==> config.mk <==
export PLATFORM = sky130hd
export DESIGN_NAME = cdb_broadcaster
export DESIGN_NICKNAME = d
export VERILOG_FILES = /design/src/rtl/dispatcher_pkg.sv /design/src/rtl/cdb_fu_fifo.sv /design/src/rtl/cdb_broadcaster.sv
export SDC_FILE = /design/constraint.sdc
export NUM_CORES = 1
export LEC_CHECK = 0
export ABC_AREA = 1
export BUFFER_PORTS_ARGS = -buffer_cell sky130_fd_sc_hd__buf_2
export CAP_MARGIN = 10
export CORE_UTILIZATION = 34
export CTS_BUF_LIST = sky130_fd_sc_hd__clkbuf_4
export CTS_CLUSTER_DIAMETER = 200
export DETAILED_ROUTE_END_ITERATION = 10
export MAX_ROUTING_LAYER = met4
export PLACE_DENSITY = 0.63
export SLEW_MARGIN = 10
export SYNTH_ARGS = -nofsm -noshare
export SYNTH_HDL_FRONTEND = slang
export SYNTH_SLANG_ARGS = --single-unit
export TNS_END_PERCENT = 5
==> constraint.sdc <==
create_clock -name clk -period 8.3 [get_ports clk]
set_input_delay 0.415 -clock clk [delete_from_list [all_inputs] [get_ports clk]]
set_output_delay 0.415 -clock clk [all_outputs]
set_load 0.1 [all_outputs]
==> src/rtl/dispatcher_pkg.sv <==
// ============================================================================
// dispatcher_pkg : shared widths, CDB entry type and execution-unit indices
// Revision       : 1.0 - initial release
// ============================================================================
`default_nettype none

package dispatcher_pkg;

    localparam int TAG_W  = 6;
    localparam int DATA_W = 32;

    typedef struct packed {
        logic [TAG_W-1:0]  tag;
        logic [DATA_W-1:0] data;
    } cdb_entry_t;

    typedef enum logic [1:0] {
        FU_INT  = 2'd0,
        FU_MULT = 2'd1,
        FU_DIV  = 2'd2,
        FU_LS   = 2'd3
    } fu_idx_e;

endpackage

`default_nettype wire

==> src/rtl/cdb_fu_fifo.sv <==
// ============================================================================
// cdb_fu_fifo : per-unit result holding FIFO; ready depends only on the
//               registered count
// Revision    : 1.0 - initial release
// ============================================================================
`default_nettype none

module cdb_fu_fifo
    import dispatcher_pkg::*;
#(
    parameter int DEPTH = 2
) (
    input  logic                         clk,
    input  logic                         rst_n,
    input  logic                         push_i,
    input  cdb_entry_t                   push_entry_i,
    input  logic                         pop_i,
    output cdb_entry_t                   head_o,
    output logic [$clog2(DEPTH+1)-1:0]   count_o,
    output logic                         ready_o
);

    localparam int PTR_W = (DEPTH > 1) ? $clog2(DEPTH) : 1;
    localparam int CNT_W = $clog2(DEPTH+1);

    cdb_entry_t         mem_q [DEPTH];
    logic [PTR_W-1:0]   wr_ptr_q, wr_ptr_d;
    logic [PTR_W-1:0]   rd_ptr_q, rd_ptr_d;
    logic [CNT_W-1:0]   count_q,  count_d;
    logic               do_push;
    logic               do_pop;

    assign ready_o = (count_q < CNT_W'(DEPTH));
    assign do_push = push_i && ready_o;
    assign do_pop  = pop_i && (count_q != '0);
    assign head_o  = mem_q[rd_ptr_q];
    assign count_o = count_q;

    // DEPTH is a power of two, so pointer overflow is the modulo wrap.
    always_comb begin
        wr_ptr_d = wr_ptr_q;
        rd_ptr_d = rd_ptr_q;
        count_d  = count_q;
        if (do_push) wr_ptr_d = wr_ptr_q + PTR_W'(1);
        if (do_pop)  rd_ptr_d = rd_ptr_q + PTR_W'(1);
        if (do_push && !do_pop)      count_d = count_q + CNT_W'(1);
        else if (!do_push && do_pop) count_d = count_q - CNT_W'(1);
    end

    always_ff @(posedge clk or negedge rst_n) begin
        if (!rst_n) begin
            wr_ptr_q <= '0;
            rd_ptr_q <= '0;
            count_q  <= '0;
        end else begin
            wr_ptr_q <= wr_ptr_d;
            rd_ptr_q <= rd_ptr_d;
            count_q  <= count_d;
        end
    end

    always_ff @(posedge clk) begin
        if (do_push) mem_q[wr_ptr_q] <= push_entry_i;
    end

endmodule

`default_nettype wire

==> src/rtl/cdb_broadcaster.sv <==
// ============================================================================
// cdb_broadcaster : per-unit result FIFOs, round-robin CDB arbiter and the
//                   registered broadcast / tag-return stage
// Revision        : 1.0 - initial release
// ============================================================================
`default_nettype none

module cdb_broadcaster #(
    parameter int NUM_FU = 4,
    parameter int DEPTH  = 2,
    parameter int TAG_W  = 6,
    parameter int DATA_W = 32
) (
    input  logic                     clk,
    input  logic                     rst_n,
    input  logic [NUM_FU-1:0]        fu_valid,
    input  logic [NUM_FU*TAG_W-1:0]  fu_tag,
    input  logic [NUM_FU*DATA_W-1:0] fu_data,
    output logic [NUM_FU-1:0]        fu_ready,
    output logic                     cdb_valid,
    output logic [TAG_W-1:0]         cdb_tag,
    output logic [DATA_W-1:0]        cdb_data,
    output logic [1:0]               cdb_fu_id,
    output logic                     tag_free_valid,
    output logic [TAG_W-1:0]         tag_free
);

    import dispatcher_pkg::*;

    localparam int RR_W  = (NUM_FU > 1) ? $clog2(NUM_FU) : 1;
    localparam int CNT_W = $clog2(DEPTH+1);

    cdb_entry_t         push_entry [NUM_FU];
    cdb_entry_t         head       [NUM_FU];
    logic [CNT_W-1:0]   count      [NUM_FU];
    logic [NUM_FU-1:0]  req;
    logic [NUM_FU-1:0]  pop;
    logic               grant_valid;
    logic [RR_W-1:0]    grant_id;
    logic [RR_W-1:0]    rr_ptr_q, rr_ptr_d;

    logic               cdb_valid_q;
    logic [TAG_W-1:0]   cdb_tag_q;
    logic [DATA_W-1:0]  cdb_data_q;
    logic [1:0]         cdb_fu_id_q;

    for (genvar i = 0; i < NUM_FU; i++) begin : g_fifo
        assign push_entry[i] = {fu_tag[i*TAG_W +: TAG_W], fu_data[i*DATA_W +: DATA_W]};
        assign req[i]        = (count[i] != '0);
        assign pop[i]        = grant_valid && (grant_id == RR_W'(i));

        cdb_fu_fifo #(
            .DEPTH (DEPTH)
        ) u_fifo (
            .clk          (clk),
            .rst_n        (rst_n),
            .push_i       (fu_valid[i]),
            .push_entry_i (push_entry[i]),
            .pop_i        (pop[i]),
            .head_o       (head[i]),
            .count_o      (count[i]),
            .ready_o      (fu_ready[i])
        );
    end

    // First requester at or after rr_ptr, wrapping around.
    always_comb begin
        grant_valid = 1'b0;
        grant_id    = '0;
        for (int k = 0; k < NUM_FU; k++) begin
            if (!grant_valid && req[(int'(rr_ptr_q) + k) % NUM_FU]) begin
                grant_valid = 1'b1;
                grant_id    = RR_W'((int'(rr_ptr_q) + k) % NUM_FU);
            end
        end
        rr_ptr_d = grant_valid ? RR_W'((int'(grant_id) + 1) % NUM_FU) : rr_ptr_q;
    end

    always_ff @(posedge clk or negedge rst_n) begin
        if (!rst_n) begin
            rr_ptr_q    <= '0;
            cdb_valid_q <= 1'b0;
            cdb_tag_q   <= '0;
            cdb_data_q  <= '0;
            cdb_fu_id_q <= '0;
        end else begin
            rr_ptr_q    <= rr_ptr_d;
            cdb_valid_q <= grant_valid;
            if (grant_valid) begin
                cdb_tag_q   <= head[grant_id].tag;
                cdb_data_q  <= head[grant_id].data;
                cdb_fu_id_q <= 2'(grant_id);
            end
        end
    end

    assign cdb_valid      = cdb_valid_q;
    assign cdb_tag        = cdb_tag_q;
    assign cdb_data       = cdb_data_q;
    assign cdb_fu_id      = cdb_fu_id_q;
    assign tag_free_valid = cdb_valid_q;
    assign tag_free       = cdb_tag_q;

endmodule

`default_nettype wire

==> results.toml <==
[outcome]
status = "finished, final reports clean"

[pwr]
leakagePower_nw = 7.99
swShare = 0.473
power_frac_seq = 0.331
clkPwrFrac = 0.198
power_density_mw_per_mm2 = 436
p_int_mw = 4.40
power.switching_mw = 3.96
comb_power_share = 0.471
ir_worst_vdd_mv = 0.391

[global_routing]
gr-usage-all-layers = 0.192
grt_max_degree = 78
grt-ovfl-total = 0
grt_first_pass_wirelength_um = 61500
grt_pass1_vias = 11000
grt_antenna_before_repair = 2

[cells_and_area]
seqCellArea_mm2 = 0.0106
final_cells = 2230
drive_gt1_frac = 0.255
syn2layout_area_growth_pct = 29.9
num-nets-final = 1732
layout_common_cells = "nand2_1 (338), edfxtp_1 (304), buf_2 (209)"
fillers = 3958
multi_input_area_mm2 = 0.00369
final_common_cell = "nand2_1"

[placement]
portBuffers = 209
dp_hpwl_um = 25700
gp_congestion = 0.828
dp_cells = 1895

[synthesis]
yosysWarnings = 0
syn_nets = 1329
netlist_area_mm2 = 0.0147
seq_area_frac_synth = 0.720
synth_top_area_frac = 0.619
synthDistinctLibCells = 29
syn_avg_cell_area_um2 = 12.6
synth-edff-count = 304
syn-instance-count = 1167
async_flop_share = 0.163
synth_top_area_cell = "edfxtp_1"
ys_ff_latch = 363
synthFlopType = "edfxtp_1"
synth_area_leaders = "edfxtp_1 (62%), dfrtp_1 (10%), nand2_1 (8.6%)"

[timing]
rsz0062_at_grt = "no"
timing.fmax_ghz = 0.228
slew_violations = 0
min_period_over_period = 0.530
relSlewSlack = 0.275
hold_viol_final = 0
fin_crit_ps = 4400
setup_viol = 0
worst_pin_slew_ps = 1090
clock-skew-final_ps = 42.5
fin_setup_tns_ps = 0

[die]
die_area_mm2 = 0.0442
die_h_um = 210
start_util = 0.348
fp.coreArea_mm2 = 0.0423
die_w_um = 210
core.rowCount = 75
pin_count = 210

[worst_setup_path]
startpoint = "rr_ptr_q[0]"
crit_fanout = 77
cp-end-kind = "register"
arrival_ps = 5000
cp_top_family = "simple AND/OR/NAND/NOR gates"
slowest_stage = "nand3_4"
worst-setup-path-type = "reg -> reg"
cp_num_buf_inv = 3
startpoint_type = "register"
required_ps = 8910
crit_top_cell = "nand2_1"
rr_endpoint = "g_fifo[3].u_fifo.count_o[1]"
reg2reg_from = "rr_ptr_q[0]"
r2r_cells = 15
ff2ff_setup_slack_ps = 3900
crit_chain = "inv_6 > nand2_1 > nand2_1 > nand2_1 > nand2_1 > nand2_2 > nand3_4 > nand3_4 > buf_4 > inv_1 > nand2_1 > ha_1 > a21oi_1 > o21ai_0 > xor2_1"
max_stage_delay_ps = 770

[drt]
drt-met1-wl_um = 16300
post-route-drc-count = 0
route.met3.wl_um = 2730
wl_per_cell_um = 18.1
maxUsedRoutingLayer = "met4"
dr.pass1.iters = 5
via_per_inst = 4.66
drt_wl_total_um = 40400
drt_iter0_drc = 586
route.met2.wl_um = 20000
postRouteAntennaNets = 0
vias = 10400

[cts]
clock_tree.root_cell = "clkbuf_4"
clk_pin_slew_ps = 60
cts_tree = "yes"
cts_made_buffers = 97
clockBufferDepth = 3
postCtsSetupBuffers = 0
clock-sinks = 363
clkLatencyLatePin_ps = 780
cts.htree.levels = 3

[hold_path]
holdPathStages = 3
hp-start = "fu_valid[2]"
worstHoldEndpoint = "g_fifo[2].u_fifo.wr_ptr_q"
hold_class = "in -> reg"

[job]
maxCapViolCount = 0
[cells by family after synthesis]
family,share of synthesized area
simple gates,0.164
flops,0.720
buf+inv,0.0353
mux,0.0577
compound gates,0.00993
xor+xnor,0.00951
fa+ha+maj,0.00340
[worst register-to-register path, delay by kind of cell (launching register included)]
family / cells / cell delay, ps
and+or+nand+nor: 8 / 2140
xor gates and xnor gates: 1 / 160
DFF: 1 / 550
AOI/OAI and AO/OA: 2 / 220
adders and majority gates: 1 / 300
buffers and inverters: 3 / 900
[layout make-up]
class | count | area share
sequential | 363 | 0.554
multi-input combinational | 705 | 0.193
timing repair buffer | 375 | 0.140
clock buffer | 159 | 0.0624
tap | 577 | 0.0377
clock inverter | 21 | 0.00719
inverter | 28 | 0.00575
antenna | 2 | 0.000261
[state kept, by name, summed over array words and instances (netlist names)]
register                flops
g_fifo.u_fifo.count_o       8
cdb_tag                     6
g_fifo.u_fifo.mem_q       304
g_fifo.u_fifo.wr_ptr_q      4
cdb_fu_id                   2
g_fifo.u_fifo.rd_ptr_q      4
rr_ptr_q                    2
cdb_data                   32
cdb_valid                   1
[power groups by stage]
stage / Sequential, mW / Clock [mW] / Combinational [mW]
after CTS: 2.76 / 1.70 / 4.01
final: 2.76 / 1.66 / 3.93
after detailed placement: 2.79 / 0 / 3.94
after floorplan: 3.39 / 0 / 2.30
after global placement: 2.79 / 0 / 3.87
after global routing: 2.80 / 1.80 / 4.30
[synthesized netlist by cell type, types with 2 or more instances]
cell type	number
nor2_1	50
dfrtp_1	59
xor2_1	12
o21ai_0	21
ha_1	4
inv_1	22
xnor2_1	4
buf_4	17
nand3_2	3
buf_2	28
a21oi_1	4
or2_2	3
mux2i_1	85
buf_6	6
nand2_1	338
nand2_2	6
buf_1	4
nand3_1	169
clkbuf_1	16
inv_2	3
edfxtp_1	304
clkinv_1	2
[worst max path at each step]
stage / to / cells past startpoint / slack [ps]
2_1_floorplan: g_fifo[0].u_fifo.mem_q[0][0] / 3 / 5660
3_3_place_gp: g_fifo[1].u_fifo.count_o[1] / 15 / 4070
3_5_place_dp: g_fifo[3].u_fifo.count_o[1] / 15 / 3910
4_1_cts: g_fifo[3].u_fifo.count_o[1] / 15 / 3860
5_1_grt: g_fifo[1].u_fifo.count_o[1] / 15 / 3510
6_report: g_fifo[3].u_fifo.count_o[1] / 15 / 3900
[timing repair]
action                                  CTS  global route
endpoints found under the setup margin    0             0
hold buffers                            153             0
hold endpoints to repair                363             0
resized for setup                         0             0
[stage by stage]
step	util	power, mW	hold slack, ps	area, um^2	setup WS [ps]
after global routing	0.452	8.90	87.7	19100	3510
after CTS	0.452	8.47	60.6	19100	3860
final	0.452	8.35	127	19100	3900
after floorplan	-	5.69	119	14700	5660
after global placement	0.385	6.66	462	16300	4070
after detailed placement	0.385	6.74	469	16300	3910
[layer usage]
| layer | track usage | up-vias |
|---|---|---|
| met2 | 0.318 | 408 |
| met3 | 0.0459 | 93 |
| li1 | - | 4947 |
| met5 | - | - |
| met1 | 0.224 | 4952 |
| met4 | 0.0793 | 0 |
No activity file was read; power rests on OpenSTA's default activity.
